`src/rtl/core_host_cmd_mailbox_if.sv`:
```
// Bridge and core-side signal bundle for the host command mailbox.
// master: bridge host + command-issuing core logic; slave: the mailbox block.
interface core_host_cmd_mailbox_if #(
    parameter int NUM_PARAMS = 8
);
    logic [31:0]              bridge_addr;
    logic                     bridge_wr;
    logic [31:0]              bridge_wr_data;
    logic                     bridge_rd;
    logic [31:0]              bridge_rd_data;
    logic                     cmd_valid;
    logic                     cmd_ready;
    logic [15:0]              cmd_id;
    logic [32*NUM_PARAMS-1:0] cmd_param;
    logic                     rsp_valid;
    logic [15:0]              rsp_result;
    logic                     rsp_timeout;
    logic                     busy;

    modport master (
        output bridge_addr, bridge_wr, bridge_wr_data, bridge_rd,
        output cmd_valid, cmd_id, cmd_param,
        input  bridge_rd_data, cmd_ready, rsp_valid, rsp_result, rsp_timeout, busy
    );

    modport slave (
        input  bridge_addr, bridge_wr, bridge_wr_data, bridge_rd,
        input  cmd_valid, cmd_id, cmd_param,
        output bridge_rd_data, cmd_ready, rsp_valid, rsp_result, rsp_timeout, busy
    );
endinterface

```
`src/rtl/core_host_cmd_mailbox.sv`:
```
// Core-to-host command mailbox on the APF bridge.
// The core posts id + params; the host polls word 0, executes, and acks on word 1.
//
//  state     | meaning
//  ----------+---------------------------------------------------------
//  IDLE      | mailbox empty, cmd_ready high
//  WAIT_HOST | command posted, waiting for host ack or timeout
//  RESP      | one-cycle rsp_valid pulse, mailbox cleared on exit
module core_host_cmd_mailbox #(
    parameter logic [31:0] ADDR_BASE   = 32'hF8001000,
    parameter int          NUM_PARAMS  = 8,
    parameter logic [31:0] TIMEOUT_CYC = 32'd74250000
) (
    input logic                    clk_74a,
    input logic                    reset_n,
    core_host_cmd_mailbox_if.slave bus
);
    typedef enum logic [1:0] {IDLE, WAIT_HOST, RESP} state_t;

    localparam logic [15:0] REQ_MAGIC = 16'h636D;
    localparam logic [15:0] ACK_MAGIC = 16'h6F6B;
    localparam logic [29:0] NUM_WORDS = 30'(2 + NUM_PARAMS);

    state_t      state_q, state_d;
    logic [31:0] req_word_q;
    logic [31:0] param_q [NUM_PARAMS];
    logic [31:0] timer_q;
    logic [15:0] result_q;
    logic        timeout_q;
    logic [31:0] rd_data_q;
    logic [31:0] rd_word;

    logic [31:0] offset;
    logic [29:0] word_idx;
    logic        addr_hit;
    logic        ack_hit;
    logic        expire;

    // Subtracting the base lets addresses below it wrap out of range.
    assign offset   = bus.bridge_addr - ADDR_BASE;
    assign word_idx = offset[31:2];
    assign addr_hit = (offset[1:0] == 2'b00) && (word_idx < NUM_WORDS);

    assign ack_hit = (state_q == WAIT_HOST) && bus.bridge_wr && addr_hit &&
                     (word_idx == 30'd1) && (bus.bridge_wr_data[31:16] == ACK_MAGIC);
    assign expire  = (state_q == WAIT_HOST) && (TIMEOUT_CYC != 32'd0) &&
                     (timer_q == TIMEOUT_CYC - 32'd1);

    assign bus.bridge_rd_data = rd_data_q;
    assign bus.rsp_result     = result_q;
    assign bus.rsp_timeout    = timeout_q;

    // State register.
    always_ff @(posedge clk_74a or negedge reset_n) begin
        if (!reset_n) state_q <= IDLE;
        else          state_q <= state_d;
    end

    // Next-state and handshake outputs.
    always_comb begin
        state_d       = state_q;
        bus.cmd_ready = 1'b0;
        bus.busy      = 1'b1;
        bus.rsp_valid = 1'b0;
        unique case (state_q)
            IDLE: begin
                bus.cmd_ready = 1'b1;
                bus.busy      = 1'b0;
                if (bus.cmd_valid) state_d = WAIT_HOST;
            end
            WAIT_HOST: begin
                if (ack_hit || expire) state_d = RESP;
            end
            RESP: begin
                bus.rsp_valid = 1'b1;
                state_d       = IDLE;
            end
            default: state_d = IDLE;
        endcase
    end

    // Mailbox contents: loaded on accept, cleared as the response is issued.
    always_ff @(posedge clk_74a or negedge reset_n) begin
        if (!reset_n) begin
            req_word_q <= '0;
            for (int k = 0; k < NUM_PARAMS; k++) param_q[k] <= '0;
        end else if (state_q == IDLE && bus.cmd_valid) begin
            req_word_q <= {REQ_MAGIC, bus.cmd_id};
            for (int k = 0; k < NUM_PARAMS; k++) param_q[k] <= bus.cmd_param[32*k +: 32];
        end else if (state_q == RESP) begin
            req_word_q <= '0;
            for (int k = 0; k < NUM_PARAMS; k++) param_q[k] <= '0;
        end
    end

    // Saturating wait timer, cleared when a command is accepted.
    always_ff @(posedge clk_74a or negedge reset_n) begin
        if (!reset_n) begin
            timer_q <= '0;
        end else if (state_q == IDLE && bus.cmd_valid) begin
            timer_q <= '0;
        end else if (state_q == WAIT_HOST && timer_q != 32'hFFFF_FFFF) begin
            timer_q <= timer_q + 32'd1;
        end
    end

    // Response capture; a valid ack takes priority over a coincident expiry.
    always_ff @(posedge clk_74a or negedge reset_n) begin
        if (!reset_n) begin
            result_q  <= '0;
            timeout_q <= 1'b0;
        end else if (ack_hit) begin
            result_q  <= bus.bridge_wr_data[15:0];
            timeout_q <= 1'b0;
        end else if (expire) begin
            result_q  <= '0;
            timeout_q <= 1'b1;
        end
    end

    // Read decode; word 1 is write-only and reads back as zero.
    always_comb begin
        rd_word = '0;
        if (addr_hit) begin
            if (word_idx == 30'd0) rd_word = req_word_q;
            for (int k = 0; k < NUM_PARAMS; k++) begin
                if (word_idx == 30'(k + 2)) rd_word = param_q[k];
            end
        end
    end

    // Registered read data, held until the next read strobe.
    always_ff @(posedge clk_74a or negedge reset_n) begin
        if (!reset_n)          rd_data_q <= '0;
        else if (bus.bridge_rd) rd_data_q <= rd_word;
    end
endmodule

```
`src/flat_wrapper.sv`:
```
// flat-port wrapper written by rule: the top's interface ports become plain ports
module core_host_cmd_mailbox_flat 
#(
    parameter logic [31:0] ADDR_BASE   = 32'hF8001000,
    parameter int          NUM_PARAMS  = 8,
    parameter logic [31:0] TIMEOUT_CYC = 32'd74250000
)
  (clk_74a, reset_n, bus_bridge_addr, bus_bridge_wr, bus_bridge_wr_data, bus_bridge_rd, bus_cmd_valid, bus_cmd_id, bus_cmd_param, bus_bridge_rd_data, bus_cmd_ready, bus_rsp_valid, bus_rsp_result, bus_rsp_timeout, bus_busy);
  core_host_cmd_mailbox_if #(.NUM_PARAMS(NUM_PARAMS)) bus_i ();
  input logic clk_74a;
  input logic reset_n;
  input wire logic [$bits(bus_i.bridge_addr)-1:0] bus_bridge_addr;
  input wire logic [$bits(bus_i.bridge_wr)-1:0] bus_bridge_wr;
  input wire logic [$bits(bus_i.bridge_wr_data)-1:0] bus_bridge_wr_data;
  input wire logic [$bits(bus_i.bridge_rd)-1:0] bus_bridge_rd;
  input wire logic [$bits(bus_i.cmd_valid)-1:0] bus_cmd_valid;
  input wire logic [$bits(bus_i.cmd_id)-1:0] bus_cmd_id;
  input wire logic [$bits(bus_i.cmd_param)-1:0] bus_cmd_param;
  output wire logic [$bits(bus_i.bridge_rd_data)-1:0] bus_bridge_rd_data;
  output wire logic [$bits(bus_i.cmd_ready)-1:0] bus_cmd_ready;
  output wire logic [$bits(bus_i.rsp_valid)-1:0] bus_rsp_valid;
  output wire logic [$bits(bus_i.rsp_result)-1:0] bus_rsp_result;
  output wire logic [$bits(bus_i.rsp_timeout)-1:0] bus_rsp_timeout;
  output wire logic [$bits(bus_i.busy)-1:0] bus_busy;
  assign bus_i.bridge_addr = bus_bridge_addr;
  assign bus_i.bridge_wr = bus_bridge_wr;
  assign bus_i.bridge_wr_data = bus_bridge_wr_data;
  assign bus_i.bridge_rd = bus_bridge_rd;
  assign bus_i.cmd_valid = bus_cmd_valid;
  assign bus_i.cmd_id = bus_cmd_id;
  assign bus_i.cmd_param = bus_cmd_param;
  assign bus_bridge_rd_data = bus_i.bridge_rd_data;
  assign bus_cmd_ready = bus_i.cmd_ready;
  assign bus_rsp_valid = bus_i.rsp_valid;
  assign bus_rsp_result = bus_i.rsp_result;
  assign bus_rsp_timeout = bus_i.rsp_timeout;
  assign bus_busy = bus_i.busy;
  core_host_cmd_mailbox #(.ADDR_BASE(ADDR_BASE), .NUM_PARAMS(NUM_PARAMS), .TIMEOUT_CYC(TIMEOUT_CYC)) u_core (.clk_74a(clk_74a), .reset_n(reset_n), .bus(bus_i));
endmodule
```
`config.mk`:
```
export PLATFORM = sky130hd
export DESIGN_NAME = core_host_cmd_mailbox_flat
export DESIGN_NICKNAME = d
export VERILOG_FILES = /design/src/rtl/core_host_cmd_mailbox_if.sv /design/src/rtl/core_host_cmd_mailbox.sv /design/src/flat_wrapper.sv
export SDC_FILE = /design/constraint.sdc
export NUM_CORES = 1
export LEC_CHECK = 0
export ABC_AREA = 1
export BUFFER_PORTS_ARGS = -buffer_cell sky130_fd_sc_hd__buf_4
export CAP_MARGIN = 5
export CORE_MARGIN = 2
export CORE_UTILIZATION = 50
export DETAILED_ROUTE_END_ITERATION = 10
export GPL_TIMING_DRIVEN = 0
export PLACE_DENSITY = 0.74
export SYNTH_ARGS = -nofsm -noshare
export SYNTH_HDL_FRONTEND = slang
export SYNTH_SLANG_ARGS = --single-unit
```
`constraint.sdc`:
```
create_clock -name clk_74a -period 5 [get_ports clk_74a]
set_clock_uncertainty 0.15 [all_clocks]
set_input_delay 1 -clock clk_74a [delete_from_list [all_inputs] [get_ports clk_74a]]
set_output_delay 1 -clock clk_74a [all_outputs]
set_load 0.05 [all_outputs]
```
-- Word-level counts from Yosys, hierarchy flattened
Cells that the tools add are included.
- register bits: 371
- bits in latches: 0
- memory bits (writable): 0
- ROM bits: 0
- bits of input ports: 341
- output and inout port bits: 52
- logic and storage cells: 75
- memories kept: 0
- $add $sub $neg: 2
- multipliers: 0
- divide/modulo/power cells: 0
- $lt $le $gt $ge: 1
- eq/ne operators: 16
- shift-type cells: 0
- muxes and demuxes: 26
- bitwise logic cells: 0
- reduce and logical (&&, ||, !) cells: 16
- operators by type and width (cell ; count):
    $mux 256 ; 2
    $mux 32 ; 14
    $eq 30x3->1 const B ; 4
    $eq 30x2->1 const B ; 2
    $eq 30x4->1 const B ; 2
    $add 32x1->32 const B ; 1
    $eq 32x27->1 const B ; 1
    $mux 16 ; 2
    $ne 32x32->1 const B ; 1
    $sub 32x32->32 const B ; 1
    $eq 30x1->1 const B ; 1
    $logic_not 30->1 ; 1
    $lt 30x4->1 const B ; 1
    $eq 16x15->1 const B ; 1
    $logic_and 1x1->1 ; 8
    $reduce_bool 2->1 ; 3
    $mux 1 ; 5
    $logic_not 2->1 ; 2
    $mux 2 ; 2
    $ne 2x2->1 const B ; 2
    $pmux 2 s2 ; 1
    $eq 2x1->1 const B ; 1
    $eq 2x2->1 const B ; 1
    $reduce_and 2->1 ; 1
    $logic_or 1x1->1 ; 1

-- Logic depth before layout (Yosys ltp)
Gate-level depths: netlist (run 1).
- depth in word-level cells: 12
- gate-level depth with buffers: 21
- depth with buffers taken out: 19

-- Least setup slack after synthesis (run 1)
No wires, ideal clock.
- path kind: input port to flip-flop
- start: input port bus_bridge_addr[22]
- end: register u_core.rd_data_q[16], in the netlist u_core.bus.bridge_rd_data[16]
- setup time: 118 ps
- arrival: 2814 ps
- data required time: 4732 ps
- path slack: 1919 ps
- cell stages on the path: 16
- buffers on the path: 1
- cell sequence: or2_2 > nor2_2 > nand3_2 > a21oi_1 > nand4_1 > nor2_8 > nand2_2 > buf_2 > nand2_1 > inv_1 > nand2_1 > nand4_1 > nand2_1 > nand4_1 > nand2_1 > nand2_1
- longest elaborated chain between the ends: 12
- elaborated cells on any way between the ends: 22
- classes of those cells: add/sub (1); order compare (1); eq/ne (8); mux (10); reduce/logical (2)
- RTL lines (item ; RTL line ; text):
    start, declared ; flat_wrapper.sv:12 ; input wire logic [$bits(bus_i.bridge_addr)-1:0] bus_bridge_addr;
    $sub 32x32->32 (*) ; core_host_cmd_mailbox.sv:40 ; assign offset = bus.bridge_addr - ADDR_BASE;
    $logic_not 30->1 ; core_host_cmd_mailbox.sv:125 ; if (word_idx == 30'd0) rd_word = req_word_q;
    $mux 32 ; core_host_cmd_mailbox.sv:125 ;
    $mux 32 (8 in a row) ; core_host_cmd_mailbox.sv:127 ; if (word_idx == 30'(k + 2)) rd_word = param_q[k];
    $mux 32 (*) ; core_host_cmd_mailbox.sv:124 ; if (addr_hit) begin
    end signal, assigned ; core_host_cmd_mailbox.sv:135 ; else if (bus.bridge_rd) rd_data_q <= rd_word;
    end, declared ; core_host_cmd_mailbox.sv:30 ; logic [31:0] rd_data_q;
Mark *: on every way between the ends. The rest lies on a longest branch, timed or not.
A chain may end at the register's enable or synchronous reset.

-- Final worst setup path (run 1)
- start: input port bus_bridge_addr[18]
- end: register u_core.rd_data_q[10], in the netlist u_core.bus.bridge_rd_data[10]
Same word-level chain as after synthesis.

==> results of run 1 <==
[registers in the layout, indices dropped and copies added, names as in the netlist]
register,count
u_core.bus.bridge_rd_data,32
u_core.bus.rsp_result,16
u_core.bus.rsp_timeout,1
u_core.param_q,256
u_core.req_word_q,17
u_core.state_q,2
u_core.timer_q,32
[cells by family (layout without fill, tap and decap cells)]
| kind of cell | after synthesis | in the layout | synth area share [%] |
|---|---|---|---|
| AND/OR/NAND/NOR | 1004 | 1004 | 24.9 |
| adder cells (fa/ha/maj) | 1 | 1 | 0.0704 |
| AO/OA/AOI/OAI | 451 | 451 | 13.4 |
| buffers and inverters | 519 | 980 | 11.4 |
| flip-flops | 356 | 356 | 50.1 |
| other | 0 | 7 | 0 |
| XOR/XNOR | 3 | 3 | 0.148 |
[layer usage]
metal / up-vias / track usage, % / wire length (um)
met1: 8165 / 46.5 / 25700
met2: 799 / 48.8 / 26500
met4: 0 / 13.1 / 2530
met3: 133 / 3.33 / 4750
li1: 8205 / - / -
met5: - / 0 / 0
[Yosys cell counts (all sizes together) (18+ instances only)]
master / count / share of area (%)
a21oi: 63 / 1.8
buf: 21 / 0.82
clkbuf: 77 / 1.6
dfrtp: 356 / 50
inv: 413 / 8.7
nand2: 661 / 14
nand3: 61 / 1.9
nand3b: 18 / 0.80
nand4: 63 / 2.4
nor2: 136 / 3.6
nor3: 43 / 1.3
o21ai: 349 / 9.8
[worst max-delay path, delay by kind of cell]
kind / cells / cell delay, ps
AOI/OAI and AO/OA: 2 / 400
buffers and inverters: 4 / 780
and+or+nand+nor: 12 / 1540
[final cells by class]
| cell class | count | area (sq um) | area share (%) |
|---|---|---|---|
| Buffer | 98 | 435 | 1.92 |
| Multi-Input combinational cell | 1459 | 6850 | 30.3 |
| Inverter | 421 | 1580 | 7.00 |
| Tap cell | 461 | 577 | 2.55 |
| Timing Repair Buffer | 393 | 3020 | 13.3 |
| Clock buffer | 60 | 1150 | 5.10 |
| Clock inverter | 8 | 86.3 | 0.381 |
| Antenna cell | 7 | 17.5 | 0.0774 |
| Sequential cell | 356 | 8910 | 39.4 |
[worst max path at each step]
| stage | start | endpoint | slack, ps | cells after the start |
|---|---|---|---|---|
| finish | bus_bridge_addr[18] | u_core.bus.bridge_rd_data[10] | 1600 | 18 |
| global route | bus_bridge_addr[10] | u_core.bus.bridge_rd_data[12] | 1350 | 16 |
| CTS | bus_bridge_addr[18] | u_core.bus.bridge_rd_data[15] | 1660 | 20 |
| detailed placement | bus_bridge_addr[10] | u_core.bus.bridge_rd_data[8] | 1130 | 16 |
| global placement | reset_n | u_core.bus.bridge_rd_data[21] | -590 | 1 |
| floorplan | bus_bridge_addr[22] | u_core.bus.bridge_rd_data[16] | 1920 | 16 |
[power breakdown]
| group | internal, mW | total [mW] | switching (mW) | leakage [nW] |
|---|---|---|---|---|
| clock | 1.65 | 2.81 | 1.17 | 0.610 |
| combinational | 0.552 | 1.31 | 0.757 | 6.28 |
| sequential | 3.67 | 4.09 | 0.418 | 4.52 |
| total | 5.87 | 8.21 | 2.34 | 11.4 |
==> flow_summary_export.csv, run 1 <==
group,metric,value,unit
synth,synth_cells,2334,
synth,avgSynthCellArea,7.62,sq um
clocking,clkSlewWorstSetupHoldPaths,60,ps
routing,routedWlPerCell,18.2,um
clocking,cts.path.max_buffers,3,
power_and_ir_drop,leakagePower,11.4,nW
final_layout,nNetsFinal,3109,
placed_design,dpl.cell_count,3188,
floorplanning,dieArea,37100,sq um
floorplanning,ioPinCount,393,
placed_design,place_ws,1130,ps
global_routing,grt_pass1_wl,89800,um
synth,synth_fp_nets,2676,
critical_path,critPathSlowestCell,"clkbuf_1",
global_routing,gr-usage-all-layers,31.9,%
synth,ys.flop_type,"dfrtp_1",
critical_path,ff2ff_path_depth,16,
critical_path,crit_path_max_incr_delay,410,ps
power_and_ir_drop,ir_drop,0.000256,V
timing,hold_viol,0,
floorplanning,die_y,193,um
clocking,cts_buffers,38,
global_routing,grt_pass1_vias,16551,
placed_design,place_congestion,0.966,
critical_path,crit_fanout,10,
clocking,htree_levels,2,
global_routing,antenna_found_initial,7,
routing,drt-total-wl,59500,um
clocking,cts_tree,"yes",
timing,holdWs,328,ps
routing,drtAntennaViolNets,0,
timing,drv_slew,0,
synth,ys_seq_elements,356,
timing,min_period,3400,ps
routing,via_per_inst,5.30,
timing,tns,0,ps
critical_path,critical_path.reg2reg.startpoint,"u_core.timer_q[0]",
critical_path,path_class,"in -> reg",
timing,setup_violations,0,
clocking,cts_setup_buffers,0,
final_layout,final_cells,3263,
critical_path,arrival,3720,ps
timing,tightest_slew,883,ps
critical_path,endpoint_kind,"register",
final_layout,final_core_utilization,64.1,%
floorplanning,fp.dieW,193,um
timing,relSlewSlack,41.1,%
final_layout,num-fill-cells,3107,
status,outcome,"completed",
clocking,cts.sinks,356,
job,drv_cap,0,
clocking,cts-root-buf,"clkbuf_16",
synth,synth.distinct_cells,45,
synth,synth_edf_count,0,
timing,worst_slack,1600,ps
clocking,ctsResizeCount,0,
placed_design,io_buffers,390,
routing,drc,0,
placed_design,dp_hpwl,46400,um
final_layout,final_common_cell,"nand2_1",
final_layout,finalInstanceArea,22600,sq um
global_routing,grt_max_degree,96,
power_and_ir_drop,p_per_area,363,nW/um^2
critical_path,crit_chain,"buf_4 > nor2_1 > nand2_1 > nor2_2 > nand2_1 > buf_6 > nand3b_2 > nand2_2 > a21oi_4 > nand3_4 > nor2_8 > nand2_1 > nor2_1 > clkbuf_1 > o21ai_0 > inv_1 > nand2_1 > nand2_1",
routing,num_vias,17302,
floorplanning,start_util,50.3,%
timing,maxClockFrequency,294,MHz
critical_path,startpoint_type,"primary input",
placed_design,dpl_cell_area,21400,sq um
power_and_ir_drop,total_power,8.21,mW
final_layout,final_cell_mix,"653 x nand2_1, 402 x inv_1, 393 x buf_4",
critical_path,crit_top_cell,"nand2_1",
timing,min_period_over_period,67.9,%
clocking,clock_latency,530,ps
final_layout,area_growth,27.3,%
synth,yosysSeqAreaShare,50.1,%
final_layout,drive_gt1_share,18.9,%
clocking,hold_buffers,0,
critical_path,reg2reg_slack,1790,ps
routing,dr.pass1.iters,5,
synth,syn_area,17800,sq um
synth,synth_warnings,0,
global_routing,grt_overflow_total,0,
critical_path,rr_endpoint,"u_core.timer_q[30]",
floorplanning,coreArea,35300,sq um
floorplanning,core.rowCount,69,
hold_path,worst_hold_path_type,"in -> async",
routing,drtIter0Drc,1615,
synth,async_flop_share,100,%
timing,rsz0062_at_grt,"false",
critical_path,cp.required,5330,ps
Power figures use the tool's default switching activity.
==> run 2: changes to the inputs <==
- PLACE_DENSITY: 0.74 -> 0.77
- clock period: 5 -> 3.07 ns (I/O delays scaled with it)
==> run 2 against run 1 <==
Effect of this change: combinational power rose by 64%; critical path depth fell by 13; highest routed layer unchanged; wire length rose by 2.0%; critical path type is now reg -> reg; largest power group unchanged; sequential power rose by 63%; non-clock buffer count rose by 7; die area did not move; final area rose by 0.48%; total power rose by 62%; utilization rose by 0.30 points; first-iteration DRC count rose by 1.9%; register-to-register slack got worse by 1700 ps; count of clock-buffer cells in the layout fell by 2.
==> flow_summary_export.csv, run 2 (synthesis gave the netlist of run 1 again) <==
group,metric,value,unit
power_and_ir_drop,p_per_area,585,nW/um^2
clocking,cts_buffers,39,
floorplanning,start_util,50.3,%
status,outcome,"completed",
power_and_ir_drop,clockPowerShare,33.7,%
hold_path,hold_depth,3,
power_and_ir_drop,ir_drop,0.000468,V
floorplanning,coreArea,35300,sq um
power_and_ir_drop,seq_power_share,50.1,%
global_routing,grt_pass1_vias,16871,
final_layout,area_growth,27.9,%
routing,drtIter0Drc,1646,
routing,drt-total-wl,60700,um
floorplanning,die_y,193,um
floorplanning,fp.dieW,193,um
final_layout,regArea,8910,sq um
clocking,cts-root-buf,"clkbuf_16",
critical_path,arrival,3210,ps
critical_path,crit_fanout,10,
final_layout,num-fill-cells,3040,
timing,tightest_slew,910,ps
timing,hold_viol,0,
hold_path,holdPathEnd,"u_core.param_q[7]",
placed_design,dp_hpwl,47000,um
final_layout,final_core_utilization,64.4,%
floorplanning,core.rowCount,69,
routing,dr.pass1.iters,6,
final_layout,drive_gt1_share,19.6,%
clocking,cts_tree,"yes",
timing,relSlewSlack,38.8,%
power_and_ir_drop,intPower,9.43,mW
critical_path,endpoint_kind,"register",
placed_design,io_buffers,390,
routing,routedWlPerCell,18.5,um
clocking,cts.path.max_buffers,3,
power_and_ir_drop,total_power,13.3,mW
hold_path,min-delay-start,"bus_cmd_param[231]",
critical_path,reg2reg_slack,100,ps
floorplanning,dieArea,37100,sq um
clocking,htree_levels,2,
global_routing,grt_overflow_total,0,
placed_design,dpl_cell_area,21400,sq um
power_and_ir_drop,p_comb_share,16.2,%
timing,drv_slew,0,
final_layout,final_common_cell,"nand2_1",
routing,via_per_inst,5.35,
final_layout,final_cells,3270,
timing,min_period,2970,ps
timing,rsz0062_at_grt,"true",
global_routing,grt_pass1_wl,91700,um
critical_path,path_class,"reg -> reg",
critical_path,cp.required,3310,ps
final_layout,top_register,"u_core.param_q",
final_layout,finalInstanceArea,22700,sq um
clocking,cts.sinks,356,
final_layout,multi_input_area,6940,sq um
final_layout,largest_reg_flops,256,
timing,setup_violations,0,
power_and_ir_drop,switchingPower,3.87,mW
job,drv_cap,0,
routing,num_vias,17498,
timing,tns,0,ps
routing,drc,0,
timing,maxClockFrequency,337,MHz
timing,min_period_over_period,96.7,%
critical_path,critical_path.reg2reg.startpoint,"u_core.state_q[0]",
routing,drtAntennaViolNets,0,
power_and_ir_drop,leakagePower,11.5,nW
placed_design,place_congestion,0.953,
global_routing,gr-usage-all-layers,32.7,%
clocking,clkSlewWorstSetupHoldPaths,60,ps
final_layout,nNetsFinal,3118,
floorplanning,ioPinCount,393,
critical_path,ff2ff_path_depth,5,
clocking,clock_latency,530,ps
placed_design,dpl.cell_count,3188,
hold_path,worst_hold_path_type,"in -> reg",
final_layout,final_cell_mix,"650 x nand2_1, 401 x inv_1, 399 x buf_4",
global_routing,grt_max_degree,125,
power_and_ir_drop,swShare,29.1,%
global_routing,antenna_found_initial,7,
critical_path,rr_endpoint,"u_core.param_q[158]",
critical_path,startpoint_type,"register",
run 2: changes by cell type in the layout (fill, tap and decap cells not counted), sizes merged:
cell	delta
bufinv	-1
dlygate4sd3	+1
nor2	+1
clkinv	+1
buf	+6
clkbuf	-2
diode	+1
run 2: power by group through the flow:
stage | combinational, mW | clock, mW | sequential (mW)
after floorplan | 1.24 | 0 | 6.51
after global placement | 1.99 | 0 | 6.66
after detailed placement | 2.09 | 0 | 6.70
after CTS | 2.13 | 4.51 | 6.64
after global routing | 2.48 | 4.71 | 6.79
final | 2.15 | 4.48 | 6.67
run 2: layer usage:
layer	vias up	wire [um]	global-route usage, %
met4	0	2600	13.9
met5	-	0	0
li1	8246	-	-
met2	858	27300	49.8
met1	8252	25400	46.4
met3	142	5400	5.26
run 2: how the worst max path moves through the flow:
stage | start | endpoint
final | u_core.state_q[0] | u_core.param_q[158]
after global routing | u_core.timer_q[1] | u_core.timer_q[30]
after CTS | u_core.timer_q[10] | u_core.timer_q[28]
after detailed placement | bus_bridge_addr[18] | u_core.bus.bridge_rd_data[15]
after global placement | reset_n | u_core.bus.bridge_rd_data[21]
after floorplan | u_core.state_q[0] | u_core.param_q[0]
run 2: stage by stage:
step           hold WS, ps  setup slack [ps]
3_5_place_dp           312              -468
2_1_floorplan          168               224
6_report               128               101
3_3_place_gp           305             -2140
5_1_grt                135             -88.8
4_1_cts                125              16.7
run 2: timing repair:
item,CTS,global route
hold buffers,1,0
setup endpoints to repair,0,41
gates resized for setup,0,27
hold endpoints to repair,54,0
buffers inserted,0,6
run 2: area by class of cell:
cell class                      instances  share of cell area, %
Clock inverter                          8                  0.286
Antenna cell                            8                 0.0880
Tap cell                              461                   2.54
Buffer                                 98                   1.94
Multi-Input combinational cell       1460                   30.5
Timing Repair Buffer                  400                   13.5
Clock buffer                           58                   4.96
Inverter                              421                   6.97
Sequential cell                       356                   39.2
run 2: worst max-delay path: stages (launching register included):
cell      delay (ps)
dfrtp_1          420
a21oi_1          350
clkbuf_1         500
clkbuf_1         730
clkbuf_1         480
o21ai_0          180
==> run 3: changes to the inputs <==
- CELL_PAD_IN_SITES_DETAIL_PLACEMENT: not set -> 0
- CELL_PAD_IN_SITES_GLOBAL_PLACEMENT: not set -> 1
- CORE_UTILIZATION: 50 -> 36
- PLACE_DENSITY: 0.77 -> not set
- PLACE_DENSITY_LB_ADDON: not set -> 0.1
==> run 3 against run 2 <==
Effect of this change: sequential share of layout area shrank 0.99 points; total power grew 6.0%; register-to-register slack is essentially flat; sequential cell count is the same; first-iteration DRC count shrank 27%; utilization shrank 17 points; maximum frequency shrank 0.38%; critical path depth is the same; clock power grew 19%.
==> flow_summary_export.csv, run 3 (synthesis gave the netlist of run 1 again) <==
group,metric,value,unit
final_layout,final_common_cell,"nand2_1",
power_and_ir_drop,leakagePower,11.7,nW
timing,rsz0062_at_grt,"true",
power_and_ir_drop,p_per_area,604,nW/um^2
routing,routedWlPerCell,19.3,um
critical_path,startpoint,"u_core.state_q[0]",
timing,min_period_over_period,97.1,%
routing,drtIter0Drc,1203,
critical_path,crit_chain,"a21oi_1 > clkbuf_1 > clkbuf_1 > clkbuf_1 > o21ai_0",
critical_path,path_class,"reg -> reg",
power_and_ir_drop,ir_drop,0.000330,V
critical_path,crit_buf_inv,3,
routing,num_vias,17042,
floorplanning,fp.dieW,226,um
timing,drv_slew,0,
power_and_ir_drop,total_power,14.1,mW
final_layout,final_core_utilization,47.8,%
final_layout,final_cells,3482,
clocking,clkSlewWorstSetupHoldPaths,60,ps
floorplanning,coreArea,48800,sq um
critical_path,crit_top_cell,"clkbuf_1",
critical_path,ff2ff_path_depth,5,
status,outcome,"completed",
placed_design,dpl.cell_count,3392,
critical_path,rr_endpoint,"u_core.param_q[58]",
timing,tns,0,ps
global_routing,grt_pass1_vias,16973,
timing,min_period,2980,ps
global_routing,grt_overflow_total,0,
critical_path,crit_family,"buffers and inverters",
final_layout,final_cell_mix,"650 x nand2_1, 402 x buf_4, 400 x inv_1",
clocking,clock_latency,580,ps
final_layout,nNetsFinal,3124,
routing,drtAntennaViolNets,0,
timing,maxClockFrequency,336,MHz
placed_design,io_buffers,390,
critical_path,critical_path.reg2reg.startpoint,"u_core.state_q[0]",
global_routing,grt_max_degree,96,
global_routing,grt_pass1_wl,99400,um
critical_path,arrival,3250,ps
critical_path,startpoint_type,"register",
critical_path,endpoint_kind,"register",
floorplanning,ioPinCount,393,
critical_path,reg2reg_slack,90,ps
critical_path,critPathSlowestCell,"clkbuf_1",
critical_path,crit_fanout,10,
clocking,htree_levels,2,
floorplanning,core.rowCount,81,
routing,dr.pass1.iters,6,
critical_path,cp.depth,5,
floorplanning,start_util,36.4,%
timing,relSlewSlack,45.5,%
floorplanning,dieArea,51200,sq um
final_layout,num-fill-cells,5098,
timing,hold_viol,0,
clocking,cts.path.max_buffers,3,
critical_path,crit_end,"u_core.param_q[58]",
final_layout,multi_input_area,6960,sq um
clocking,cts_buffers,43,
routing,drc,0,
placed_design,place_congestion,0.880,
routing,drt-total-wl,67300,um
final_layout,top_register,"u_core.param_q",
clocking,cts-root-buf,"clkbuf_16",
job,drv_cap,0,
placed_design,dp_hpwl,52500,um
critical_path,cp.required,3340,ps
clocking,cts.sinks,356,
routing,via_per_inst,4.89,
timing,tightest_slew,810,ps
final_layout,regArea,8910,sq um
final_layout,area_growth,31.2,%
timing,holdWs,82.4,ps
global_routing,gr-usage-all-layers,26.2,%
clocking,cts_tree,"yes",
final_layout,largest_reg_flops,256,
critical_path,crit_path_max_incr_delay,610,ps
final_layout,drive_gt1_share,20.3,%
timing,setup_violations,0,
hold_path,worst_hold_path_type,"in -> reg",
floorplanning,die_y,226,um
global_routing,antenna_found_initial,5,
## run 3: cell count changes in the layout (fill, tap and decap cells not counted), moves of 3 or more
cell | previous run | this run
buf_4 | 399 | 402
clkbuf_16 | 39 | 45
clkbuf_8 | 8 | 14
nor2_1 | 116 | 113
clkbuf_2 | 4 | 7
diode_2 | 8 | 3
clkbuf_1 | 84 | 78
## run 3: how the worst min path moves through the flow
stage / from / endpoint / slack [ps] / depth (start not counted)
global placement: u_core.timer_q[16] / u_core.timer_q[16] / 300 / 1
global route: bus_cmd_param[242] / u_core.param_q[18] / 70 / 3
CTS: bus_cmd_param[242] / u_core.param_q[18] / 60 / 3
finish: bus_cmd_param[242] / u_core.param_q[18] / 80 / 3
floorplan: reset_n / u_core.bus.bridge_rd_data[0] / 170 / 0
detailed placement: u_core.timer_q[16] / u_core.timer_q[16] / 310 / 1
## run 3: per-layer routing
metal  track usage, %  part of all wire, %  up-vias
met5                0                0.037        -
met1             37.0                   45     8133
met2             40.5                   45      556
met3             4.32                  6.9      109
li1                 -                    -     8240
met4             9.70                  3.4        4
## run 3: layout make-up
type,count,share of cell area (%)
sequential,356,38.2
multi-input combinational,1459,29.8
timing repair buffer,404,13.4
inverter,421,6.80
clock buffer,67,5.78
tap,664,3.56
buffer,97,1.89
clock inverter,11,0.542
antenna,3,0.0322
## run 3: power by group
group	switching [mW]	internal (mW)	total, mW
logic	1.23	0.909	2.14
registers	0.664	5.98	6.64
clock network	2.12	3.19	5.31
total	4.01	10.1	14.1
## run 3: worst min-delay path: cells and delay by family
kind	cells	cell delay (ps)
compound gates	1	60
buf+inv	1	80
simple gates	1	40
## run 3: repair_timing
action / in CTS / in global routing
resized for setup: 1 / 42
setup endpoints to repair: 5 / 44
hold buffers: 1 / 0
buffers inserted: 3 / 6
pin swaps: 0 / 7
hold endpoints to repair: 64 / 0
## run 3: per-stage QoR
step           worst slack, ps  instance area [sq um]
2_1_floorplan              224                  17800
3_3_place_gp             -2440                  21500
3_5_place_dp              -641                  21700
4_1_cts                  0.128                  23200
5_1_grt                  -59.8                  23300
6_report                  89.6                  23300
